--- src/rtl/rnic_lite_req_arb.sv ---
// Round-robin arbiter sharing one AXI-lite transaction generator between NUM_REQ requesters.
// Optional per-transaction timeout with ORPHAN recovery: define RNIC_LITE_ARB_TIMEOUT_EN.
module rnic_lite_req_arb #(
    parameter int NUM_REQ                 = 4,
    parameter int C_S_AXI_LITE_ADDR_WIDTH = 32,
    parameter int C_S_AXI_LITE_DATA_WIDTH = 32,
    parameter int TIMEOUT_CYCLES          = 4096
) (
    input  logic                                       s_axi_lite_aclk,
    input  logic                                       s_axi_lite_rst,
    input  logic [NUM_REQ-1:0]                         i_req,
    input  logic [NUM_REQ*C_S_AXI_LITE_ADDR_WIDTH-1:0] i_req_addr,
    input  logic [NUM_REQ*C_S_AXI_LITE_DATA_WIDTH-1:0] i_req_data,
    output logic [NUM_REQ-1:0]                         o_req_done,
    output logic [NUM_REQ-1:0]                         o_req_err,
    output logic                                       o_gen_txns,
    output logic [C_S_AXI_LITE_ADDR_WIDTH-1:0]         o_addr,
    output logic [C_S_AXI_LITE_DATA_WIDTH-1:0]         o_data,
    input  logic                                       i_txns_done,
    input  logic                                       i_test_completed,
    output logic                                       o_busy,
    output logic [$clog2(NUM_REQ)-1:0]                 o_grant_id
);
    localparam int AW  = C_S_AXI_LITE_ADDR_WIDTH;
    localparam int DW  = C_S_AXI_LITE_DATA_WIDTH;
    localparam int IDW = $clog2(NUM_REQ);

    typedef enum logic [1:0] {ST_IDLE = 2'd0, ST_WAIT = 2'd1, ST_ORPHAN = 2'd2} state_t;

    function automatic logic [NUM_REQ-1:0] onehot(input logic [IDW-1:0] idx);
        logic [NUM_REQ-1:0] v;
        v      = {NUM_REQ{1'b0}};
        v[idx] = 1'b1;
        return v;
    endfunction

    state_t             state_q, state_d;
    logic [IDW-1:0]     ptr_q, ptr_d, gid_q, gid_d, win_idx_s, next_ptr_s;
    logic [NUM_REQ-1:0] mask_q, mask_d, done_q, done_d, err_q, err_d, avail_s;
    logic               gen_q, gen_d, busy_q, busy_d, win_found_s;
    logic [AW-1:0]      addr_q, addr_d, win_addr_s;
    logic [DW-1:0]      data_q, data_d, win_data_s;
`ifdef RNIC_LITE_ARB_TIMEOUT_EN
    localparam int CW = $clog2(TIMEOUT_CYCLES);
    logic [CW-1:0]      cnt_q, cnt_d;
`else
    logic               unused_cfg_s;
    assign unused_cfg_s = (TIMEOUT_CYCLES > 1);
`endif

    // Winner search: descending scan so the lowest offset from ptr is kept last.
    always_comb begin
        int             scan_idx;
        logic [IDW-1:0] cand;
        avail_s     = i_req & ~mask_q;
        win_found_s = 1'b0;
        win_idx_s   = {IDW{1'b0}};
        win_addr_s  = {AW{1'b0}};
        win_data_s  = {DW{1'b0}};
        for (int i = NUM_REQ - 1; i >= 0; i--) begin
            scan_idx    = (int'(ptr_q) + i) % NUM_REQ;
            cand        = IDW'(scan_idx);
            win_found_s = avail_s[cand] ? 1'b1 : win_found_s;
            win_idx_s   = avail_s[cand] ? cand : win_idx_s;
        end
        for (int k = 0; k < NUM_REQ; k++) begin
            if (win_idx_s == IDW'(k)) begin
                win_addr_s = i_req_addr[k*AW +: AW];
                win_data_s = i_req_data[k*DW +: DW];
            end else begin
                win_addr_s = win_addr_s;
                win_data_s = win_data_s;
            end
        end
        next_ptr_s = (gid_q == IDW'(NUM_REQ - 1)) ? {IDW{1'b0}} : gid_q + IDW'(1'b1);
    end

    // Next-state and registered-output computation.
    always_comb begin
        state_d = state_q;
        ptr_d   = ptr_q;
        mask_d  = mask_q;
        gid_d   = gid_q;
        addr_d  = addr_q;
        data_d  = data_q;
        gen_d   = 1'b0;
        done_d  = {NUM_REQ{1'b0}};
        err_d   = {NUM_REQ{1'b0}};
`ifdef RNIC_LITE_ARB_TIMEOUT_EN
        cnt_d   = cnt_q;
`endif
        case (state_q)
            ST_IDLE: begin
                mask_d = {NUM_REQ{1'b0}};
                if (!i_test_completed && win_found_s) begin
                    state_d = ST_WAIT;
                    gid_d   = win_idx_s;
                    addr_d  = win_addr_s;
                    data_d  = win_data_s;
                    gen_d   = 1'b1;
`ifdef RNIC_LITE_ARB_TIMEOUT_EN
                    cnt_d   = {CW{1'b0}};
`endif
                end else begin
                    state_d = ST_IDLE;
                end
            end
            ST_WAIT: begin
                if (i_txns_done) begin
                    state_d = ST_IDLE;
                    done_d  = onehot(gid_q);
                    ptr_d   = next_ptr_s;
                    mask_d  = onehot(gid_q);
`ifdef RNIC_LITE_ARB_TIMEOUT_EN
                end else if (cnt_q == CW'(TIMEOUT_CYCLES - 1)) begin
                    state_d = ST_ORPHAN;
                    err_d   = onehot(gid_q);
                end else begin
                    cnt_d = (cnt_q == {CW{1'b1}}) ? cnt_q : cnt_q + CW'(1'b1);
`else
                end else begin
                    state_d = ST_WAIT;
`endif
                end
            end
            // The late completion of a timed-out transaction is swallowed here.
            ST_ORPHAN: begin
                if (i_txns_done) begin
                    state_d = ST_IDLE;
                    ptr_d   = next_ptr_s;
                    mask_d  = onehot(gid_q);
                end else begin
                    state_d = ST_ORPHAN;
                end
            end
            default: begin
                state_d = ST_IDLE;
            end
        endcase
        busy_d = (state_d != ST_IDLE);
    end

    // State and output registers with synchronous reset.
    always_ff @(posedge s_axi_lite_aclk) begin
        if (s_axi_lite_rst) begin
            state_q <= ST_IDLE;
            ptr_q   <= {IDW{1'b0}};
            mask_q  <= {NUM_REQ{1'b0}};
            gid_q   <= {IDW{1'b0}};
            addr_q  <= {AW{1'b0}};
            data_q  <= {DW{1'b0}};
            gen_q   <= 1'b0;
            done_q  <= {NUM_REQ{1'b0}};
            err_q   <= {NUM_REQ{1'b0}};
            busy_q  <= 1'b0;
`ifdef RNIC_LITE_ARB_TIMEOUT_EN
            cnt_q   <= {CW{1'b0}};
`endif
        end else begin
            state_q <= state_d;
            ptr_q   <= ptr_d;
            mask_q  <= mask_d;
            gid_q   <= gid_d;
            addr_q  <= addr_d;
            data_q  <= data_d;
            gen_q   <= gen_d;
            done_q  <= done_d;
            err_q   <= err_d;
            busy_q  <= busy_d;
`ifdef RNIC_LITE_ARB_TIMEOUT_EN
            cnt_q   <= cnt_d;
`endif
        end
    end

    assign o_req_done = done_q;
    assign o_req_err  = err_q;
    assign o_gen_txns = gen_q;
    assign o_addr     = addr_q;
    assign o_data     = data_q;
    assign o_busy     = busy_q;
    assign o_grant_id = gid_q;

endmodule

--- config.mk ---
export PLATFORM = sky130hd
export DESIGN_NAME = rnic_lite_req_arb
export DESIGN_NICKNAME = d
export VERILOG_FILES = /design/src/rtl/rnic_lite_req_arb.sv
export SDC_FILE = /design/constraint.sdc
export NUM_CORES = 1
export LEC_CHECK = 0
export BUFFER_PORTS_ARGS = -buffer_cell sky130_fd_sc_hd__buf_2
export CORE_AREA = 2 2 142 144
export CTS_CLUSTER_SIZE = 40
export DETAILED_ROUTE_END_ITERATION = 8
export DIE_AREA = 0 0 144 146
export SYNTH_ARGS = -nofsm -noshare
export SYNTH_HDL_FRONTEND = slang
export SYNTH_SLANG_ARGS = --single-unit
--- constraint.sdc ---
create_clock -name s_axi_lite_aclk -period 2 [get_ports s_axi_lite_aclk]
set_clock_uncertainty 0.2 [all_clocks]
set_input_delay 0.4 -clock s_axi_lite_aclk [delete_from_list [all_inputs] [get_ports s_axi_lite_aclk]]
set_output_delay 0.4 -clock s_axi_lite_aclk [all_outputs]
set_load 0.1 [all_outputs]
==> impl_summary.md, run 1 <==
Outcome
The flow ran to the end, but the final reports show violations. The checks that failed: setup timing.

Synthesis
By area the synthesized netlist is led by sky130_fd_sc_hd__dfxtp_1 (33%), sky130_fd_sc_hd__o221ai_1 (8.9%), sky130_fd_sc_hd__mux2i_1 (7.3%), sky130_fd_sc_hd__a211oi_1 (7.2%), sky130_fd_sc_hd__and3_1 (6.0%). The distinct cell type count after synthesis is 47. The gate count after technology mapping is 543. The share of the synthesized area in the top cell type is 33.3%.

The cell type with the largest total area after synthesis is sky130_fd_sc_hd__dfxtp_1. A synthesized cell averages 8.87 um^2. The synthesized design contains 80 register bits. The commonest register cell after synthesis is sky130_fd_sc_hd__dfxtp_1.

During synthesis, Yosys emitted a total of 0 warnings. After synthesis the cells add up to 0.00482 mm^2. Of all flip-flops after synthesis, the portion carrying an async set or reset was 0%.

The number of enable-type register cells in the synthesized netlist is 0. After synthesis, flip-flops and latches occupy 33.3% of the total area.

Detailed routing
Once detail routing completed, the nets flagged for antenna violations numbered 0. The number of vias per cell after detailed routing is 4.96. The DRC violations left is 0. The routed design has 21400 um of wire. Summing over every cut layer, the via total after detailed routing is 5888. The number of detailed-routing iterations run before antenna repair is 5. The average detailed-routed wire length per instance is 18.0 um. The count of routing violations after the opening detailed-route iteration is 222.

Clock network
The number of clock sinks is 80. The cell at the root of the clock tree is sky130_fd_sc_hd__clkbuf_16. After clock tree synthesis, the clock-pin slew on the worst setup and hold paths is 0.07 ns. The maximum buffer depth of the clock tree is 2. TritonCTS built the clock tree. The H-tree was split into 3 levels. The number of buffers created by CTS is 9. For the worst-skew pair, the clock arrives at the later sink with an insertion delay of 0.34 ns. In this run, post-CTS hold repair placed 0 buffers.

Setup path
The delay of the slowest cell on the worst path is 0.40 ns. The worst setup path is launched from a flop. The data arrival time of the worst path is 2.21 ns. At the worst endpoint, the required time is 2.07 ns.

Of all nets on the critical path, the largest fanout is 5. The path type of the worst setup path is flop to flop. Traced cell by cell, the critical path runs through nand2b_4 > buf_6 > a311o_2 > buf_6 > buf_12 > clkbuf_16 > a21boi_2 > o21ai_2 > a211oi_2.

The most numerous cell type found on the critical path is sky130_fd_sc_hd__buf_6. The critical-path cell with the highest stage delay is sky130_fd_sc_hd__a311o_2. The worst setup path is captured at a flop.

Final layout
The commonest non-fill, non-tap cell in the layout is sky130_fd_sc_hd__buf_2. The number of antenna diodes in the final layout is 0. The layout has 1933 filler cells.

The storage element area is 0.00161 mm^2. The signed area change from the synthesized netlist to the final layout is 74.2%. The footprint of the multi-input gates is 0.00338 mm^2. The fraction of final layout cells with drive strength greater than 1 is 61.3%. The utilization after layout is 43.4%. In the final design database the tool counted 1191 nets. In the layout the commonest cells are sky130_fd_sc_hd__buf_2 (335), sky130_fd_sc_hd__dfxtp_1 (74), sky130_fd_sc_hd__buf_4 (49). The post-layout instance area is 0.00839 mm^2.

Timing
The worst path in the final design needs a cycle of 2.15 ns, including I/O delays and setup. The final max-slew violation count was 0. The worst-case headroom to the max-slew limit is 60.1%. Setup slack on the critical path of the routed design comes to -0.146 ns. Setup violations remaining at the end of the flow were counted as 64. The slew at the pin closest to its max-slew limit is 0.597 ns. Setup repair after global routing could not meet its margin everywhere. Static timing analysis puts the maximum clock frequency at 0.466 GHz. The fraction of the cycle the final worst path needs is 107%. The final number of hold-violating endpoints came to 0.

Job
Across the run, the number of max-cap violations was 0.

Global route
The total track usage is 18.4%. The via count of the first global-routing pass came to 5760. The initial antenna violation count is 0. The total overflow left after global routing is 0.

Entering global routing, the biggest net connects 33 pins. The first global-routing pass estimated 30000 um of wire.

Pwr
The leakage power summed over all cells is 3.98 nW. The power density of the placed cells is 735 mW/mm^2. VDD sags by at most 391 uV.

Floorplanning
In this run the standard cell core region covers 0.0193 mm^2. The initial core utilization is 24.9%. The width of the die is 144 um. The total die area is 0.0210 mm^2. From bottom edge to top edge, the die measures 146 um. The initialized floorplan defines 51 standard-cell rows. Pin placement for this block handled 340 I/O pins.

Placed design
Once placement finished, the instance area stood at 0.00710 mm^2. Detailed placement finished with a half-perimeter wire length of 15300 um. The routability congestion estimate from global placement is 0.851.

In this run the tool buffered the top-level ports with 335 buffer cells. The minimum setup slack after placement is -0.451 ns.

Hold path
In this run the worst hold path is classified as input pin to flop.
through the flow:
stage                     power [W]  instances  TNS [ns]  hold WS (ns)
after global placement      0.00412       1150    -18.52         0.234
final                       0.00616       1188     -5.07         0.117
after detailed placement    0.00413       1150    -19.80         0.239
after global routing        0.00644       1188     -9.69         0.115
after CTS                   0.00600       1172     -3.74        0.0976
after floorplan             0.00345        546         0         0.260
report_power, final:
group	internal, W	leakage (nW)	switching [W]	total, W
sequential	0.00173	0.660	0.0000726	0.00180
clock	0.00103	0.144	0.000714	0.00175
combinational	0.000871	3.18	0.00175	0.00262
worst max-delay path, delay by kind of cell, from the launching register on:
kind,cells,cell delay (ns)
AO/OA/AOI/OAI,4,0.83
buffers and inverters,4,0.57
flip-flops,1,0.32
AND/OR/NAND/NOR,1,0.15
cell families (layout without fill, tap and decap cells):
kind of cell,count (synthesis),count (layout),synth area share [%]
buf+inv,65,442,8.68
other cells,1,4,0.0779
simple gates,162,162,18.9
compound gates,192,192,29.7
flops,80,80,33.3
fa+ha+maj,8,8,2.08
mux,35,35,7.27
worst paths after layout:
check	startpoint	endpoint	slack, ns	cells past startpoint
worst max register to register	mask_q[1]	o_addr[2]	-0.15	9
worst min register to register	o_data[20]	o_data[20]	0.24	2
worst max-delay path	mask_q[1]	o_addr[2]	-0.15	9
worst min-delay path	i_req_addr[1]	o_addr[1]	0.12	3
registers in the layout (all words and copies together) (netlist names):
name	count
o_gen_txns	1
o_addr	32
o_data	32
ptr_q	2
o_busy	1
o_req_done	4
o_grant_id	2
mask_q	4
state_q	2
routing by layer:
| metal | GRT usage (%) | up-vias | wire [um] |
|---|---|---|---|
| met5 | 0 | - | 0 |
| met2 | 33.0 | 258 | 11000 |
| met4 | 6.03 | 0 | 556 |
| met1 | 20.6 | 2757 | 8120 |
| li1 | - | 2835 | - |
| met3 | 5.59 | 38 | 1780 |
layout make-up:
class | instances | area share, %
clock buffer | 11 | 3.01
multi-input combinational | 401 | 40.3
sequential | 80 | 19.2
timing repair buffer | 422 | 32.7
clock inverter | 4 | 0.641
inverter | 5 | 0.224
tap | 265 | 3.95
timing repair:
item / in CTS / in global routing
gates resized for setup: 54 / 90
endpoints found under the setup margin: 66 / 66
pin swaps: 11 / 32
gates cloned: 2 / 10
setup buffers: 5 / 7
cell usage after synthesis, types with 7 or more instances:
| library cell | number |
|---|---|
| sky130_fd_sc_hd__a211oi_1 | 46 |
| sky130_fd_sc_hd__nor2_1 | 25 |
| sky130_fd_sc_hd__buf_2 | 10 |
| sky130_fd_sc_hd__buf_4 | 9 |
| sky130_fd_sc_hd__o221ai_1 | 49 |
| sky130_fd_sc_hd__a221oi_1 | 15 |
| sky130_fd_sc_hd__a21boi_1 | 10 |
| sky130_fd_sc_hd__nand3b_1 | 19 |
| sky130_fd_sc_hd__mux2i_1 | 35 |
| sky130_fd_sc_hd__nand2_1 | 41 |
| sky130_fd_sc_hd__ha_1 | 8 |
| sky130_fd_sc_hd__clkbuf_1 | 24 |
| sky130_fd_sc_hd__o21ai_1 | 46 |
| sky130_fd_sc_hd__a21oi_1 | 7 |
| sky130_fd_sc_hd__and3_1 | 46 |
| sky130_fd_sc_hd__buf_6 | 14 |
| sky130_fd_sc_hd__dfxtp_1 | 80 |
No activity file was read; power rests on OpenSTA's default activity.
==> inputs of run 2 (changes only) <==
- CORE_AREA: 2 2 142 144 -> 10 10 150 152
- DIE_AREA: 0 0 144 146 -> 0 0 160 162
- clock period: 2 -> 2.37 ns (I/O delays scaled with it)
==> impl_summary.md, run 2 (synthesis results as in run 1) <==
Floorplanning
For this design the top-level I/O count stands at 340. The core region area is 0.0194 mm^2. The die is 162 um tall. The die covers 0.0259 mm^2.

The initial core utilization is 24.8%. The site row count is 51. The width of the die is 160 um.

Timing
The shortest period the worst path allows is 2.24 ns. The fraction of the cycle the final worst path needs is 94.3%. The final setup violation count is 0. The final number of hold-violating endpoints is 0. The worst-case headroom to the max-slew limit is 55.6%.

At the pin with the least slew margin, the transition time is 0.664 ns. The final max-slew violation count is 0. The minimum setup slack in the final design is 0.135 ns.

Setup repair after global routing left no endpoint under its margin. The highest clock rate is 0.447 GHz. Final hold analysis gives a worst-case slack of 0.188 ns.

Setup path
The kind of end point of the critical path is a flop. The maximum fanout encountered on the critical timing path is 31. The worst setup path is of the flop to flop kind.

The critical path goes through nand3b_1 > a311o_2 > buf_12 > and3_1 > a211oi_1 > o21ai_1. In this design, the largest share of critical-path delay is due to compound AO/OA/AOI/OAI gates. The critical-path cell with the highest stage delay is sky130_fd_sc_hd__a311o_2.

The number of buffers and inverters on the critical path is 1. Data on the critical path is required at its endpoint by 2.40 ns. The delay of the slowest cell on the worst path is 0.54 ns. The data arrival time of the worst path is 2.26 ns. The startpoint type of the worst setup path is a flop.

Clock network
The number of buffers added for setup after CTS is 0. TritonCTS created 9 clock buffers. The clock transition time at the flip-flop clock pins of the worst setup and hold paths is 0.06 ns. TritonCTS built the clock tree. Clock tree synthesis found a total of 80 sinks. The maximum buffer depth of the clock tree is 2. In this run the clock root is driven by a sky130_fd_sc_hd__clkbuf_16. The number of H-tree levels is 3. The clock reaches the later pin of the worst-skew pair after 0.34 ns.

Detailed routing
The residual antenna-violating net count after detailed routing is 0. The DRC violations left is 0. The count of routing violations after the opening detailed-route iteration is 407. The number of detailed-routing iterations run before antenna repair is 4. The average detailed-routed wire length per instance is 19.6 um. The routed design has 22300 um of wire. The total number of vias is 5623. The number of vias per cell after detailed routing is 4.95.

Outcome
The run finished with clean final reports.

Job
Max-cap violations in this run came to 0.

Final layout
The post-route non-filler standard cell count is 1137. The finished cells cover 0.00715 mm^2. The number of nets in the layout is 1137. From synthesis to final layout, the design area changed by 48.4%. Leaving out fill and tap cells, the most frequent cell in the layout is sky130_fd_sc_hd__buf_2. Leaving out fill and tap cells, the most frequent cells in the layout are sky130_fd_sc_hd__buf_2 (335), sky130_fd_sc_hd__dfxtp_1 (80), sky130_fd_sc_hd__o221ai_1 (49). Of the cells placed in the final design, the portion with a size suffix greater than 1 is 46.2%.

Global route
The first-pass GRT wire length is 32800 um. The fraction of met2 tracks used by global routing is 27.8%. The via count of the first global-routing pass is 5798. Global routing finished with a remaining overflow of 0. The met3 usage is 5.56%.

The most used routing layer in global routing is met2. Entering global routing, the biggest net connects 34 pins. The initial antenna violation count is 2. Global routing consumed, on the met1 layer, 17.6% of the routing resources.

The total track usage is 15.8%.

Pwr
The leakage power summed over all cells is 3.54 nW. Power spread over the standard cell area amounts to 675 mW/mm^2. The maximum VDD drop is 313 uV.

Placed design
The post-place instance area is 0.00684 mm^2. The cell count after placement is 1119. The routability congestion estimate from global placement is 0.878. The number of port buffers is 335. The HPWL after detailed placement is 17900 um. Before CTS, the worst setup slack after placement is -0.183 ns.

Hold path
The worst hold path class is input pin to flop.
## run 2: cell count changes in the layout (fill, tap and decap cells not counted), sizes merged
cell      previous run  this run
buf                414       368
clkbuf              19        11
diode                0         2
clkinvlp             2         3
## run 2: per-stage QoR
stage	utilization, %	power, W	TNS, ns
final	36.8	0.00482	0
after global routing	36.8	0.00505	0
after CTS	36.8	0.00488	0
after detailed placement	35.3	0.00345	-1.04
after global placement	35.3	0.00344	-0.768
after floorplan	-	0.00291	0
## run 2: what timing repair did
item                                    in CTS  in global routing
cloned                                       0                  0
endpoints found under the setup margin       1                  7
endpoints found under the hold margin        0                  0
hold buffers                                 0                  0
resized for setup                            1                  1
## run 2: cell type report
cell class	count	area (um^2)
inverters	5	18.8
flip-flops and latches	80	1600
diodes	2	5.00
well taps	265	332
clock inverters	5	57.6
fillers	2104	12300
clock buffers	11	233
multi-input cells	401	2840
repair buffers	368	2060
## run 2: per-layer routing
| layer | share of wire [%] | wire [um] |
|---|---|---|
| met1 | 41 | 9140 |
| met2 | 49 | 11000 |
| met3 | 8.1 | 1810 |
| met4 | 1.6 | 351 |
| met5 | 0.058 | 13 |
## run 2: final timing paths
| kind | start | end | slack [ns] | cells past startpoint |
|---|---|---|---|---|
| worst min register to register | o_data[21] | o_data[21] | 0.24 | 2 |
| worst max-delay path | ptr_q[1] | o_data[9] | 0.13 | 6 |
| worst min-delay path | i_req_data[10] | o_data[10] | 0.19 | 3 |
| worst max register to register | ptr_q[1] | o_data[9] | 0.13 | 6 |
## run 2: worst register-to-register path, delay by kind of cell, from the launching register on
| family | cells | cell delay [ns] |
|---|---|---|
| AO/OA/AOI/OAI | 3 | 0.93 |
| flip-flops | 1 | 0.43 |
| AND/OR/NAND/NOR | 2 | 0.37 |
| buffers and inverters | 1 | 0.20 |
## run 2: report_power, final
part           switching [W]  internal (W)
clock network       0.000593      0.000816
logic                0.00136      0.000532
registers          0.0000648       0.00146
total                0.00202       0.00281
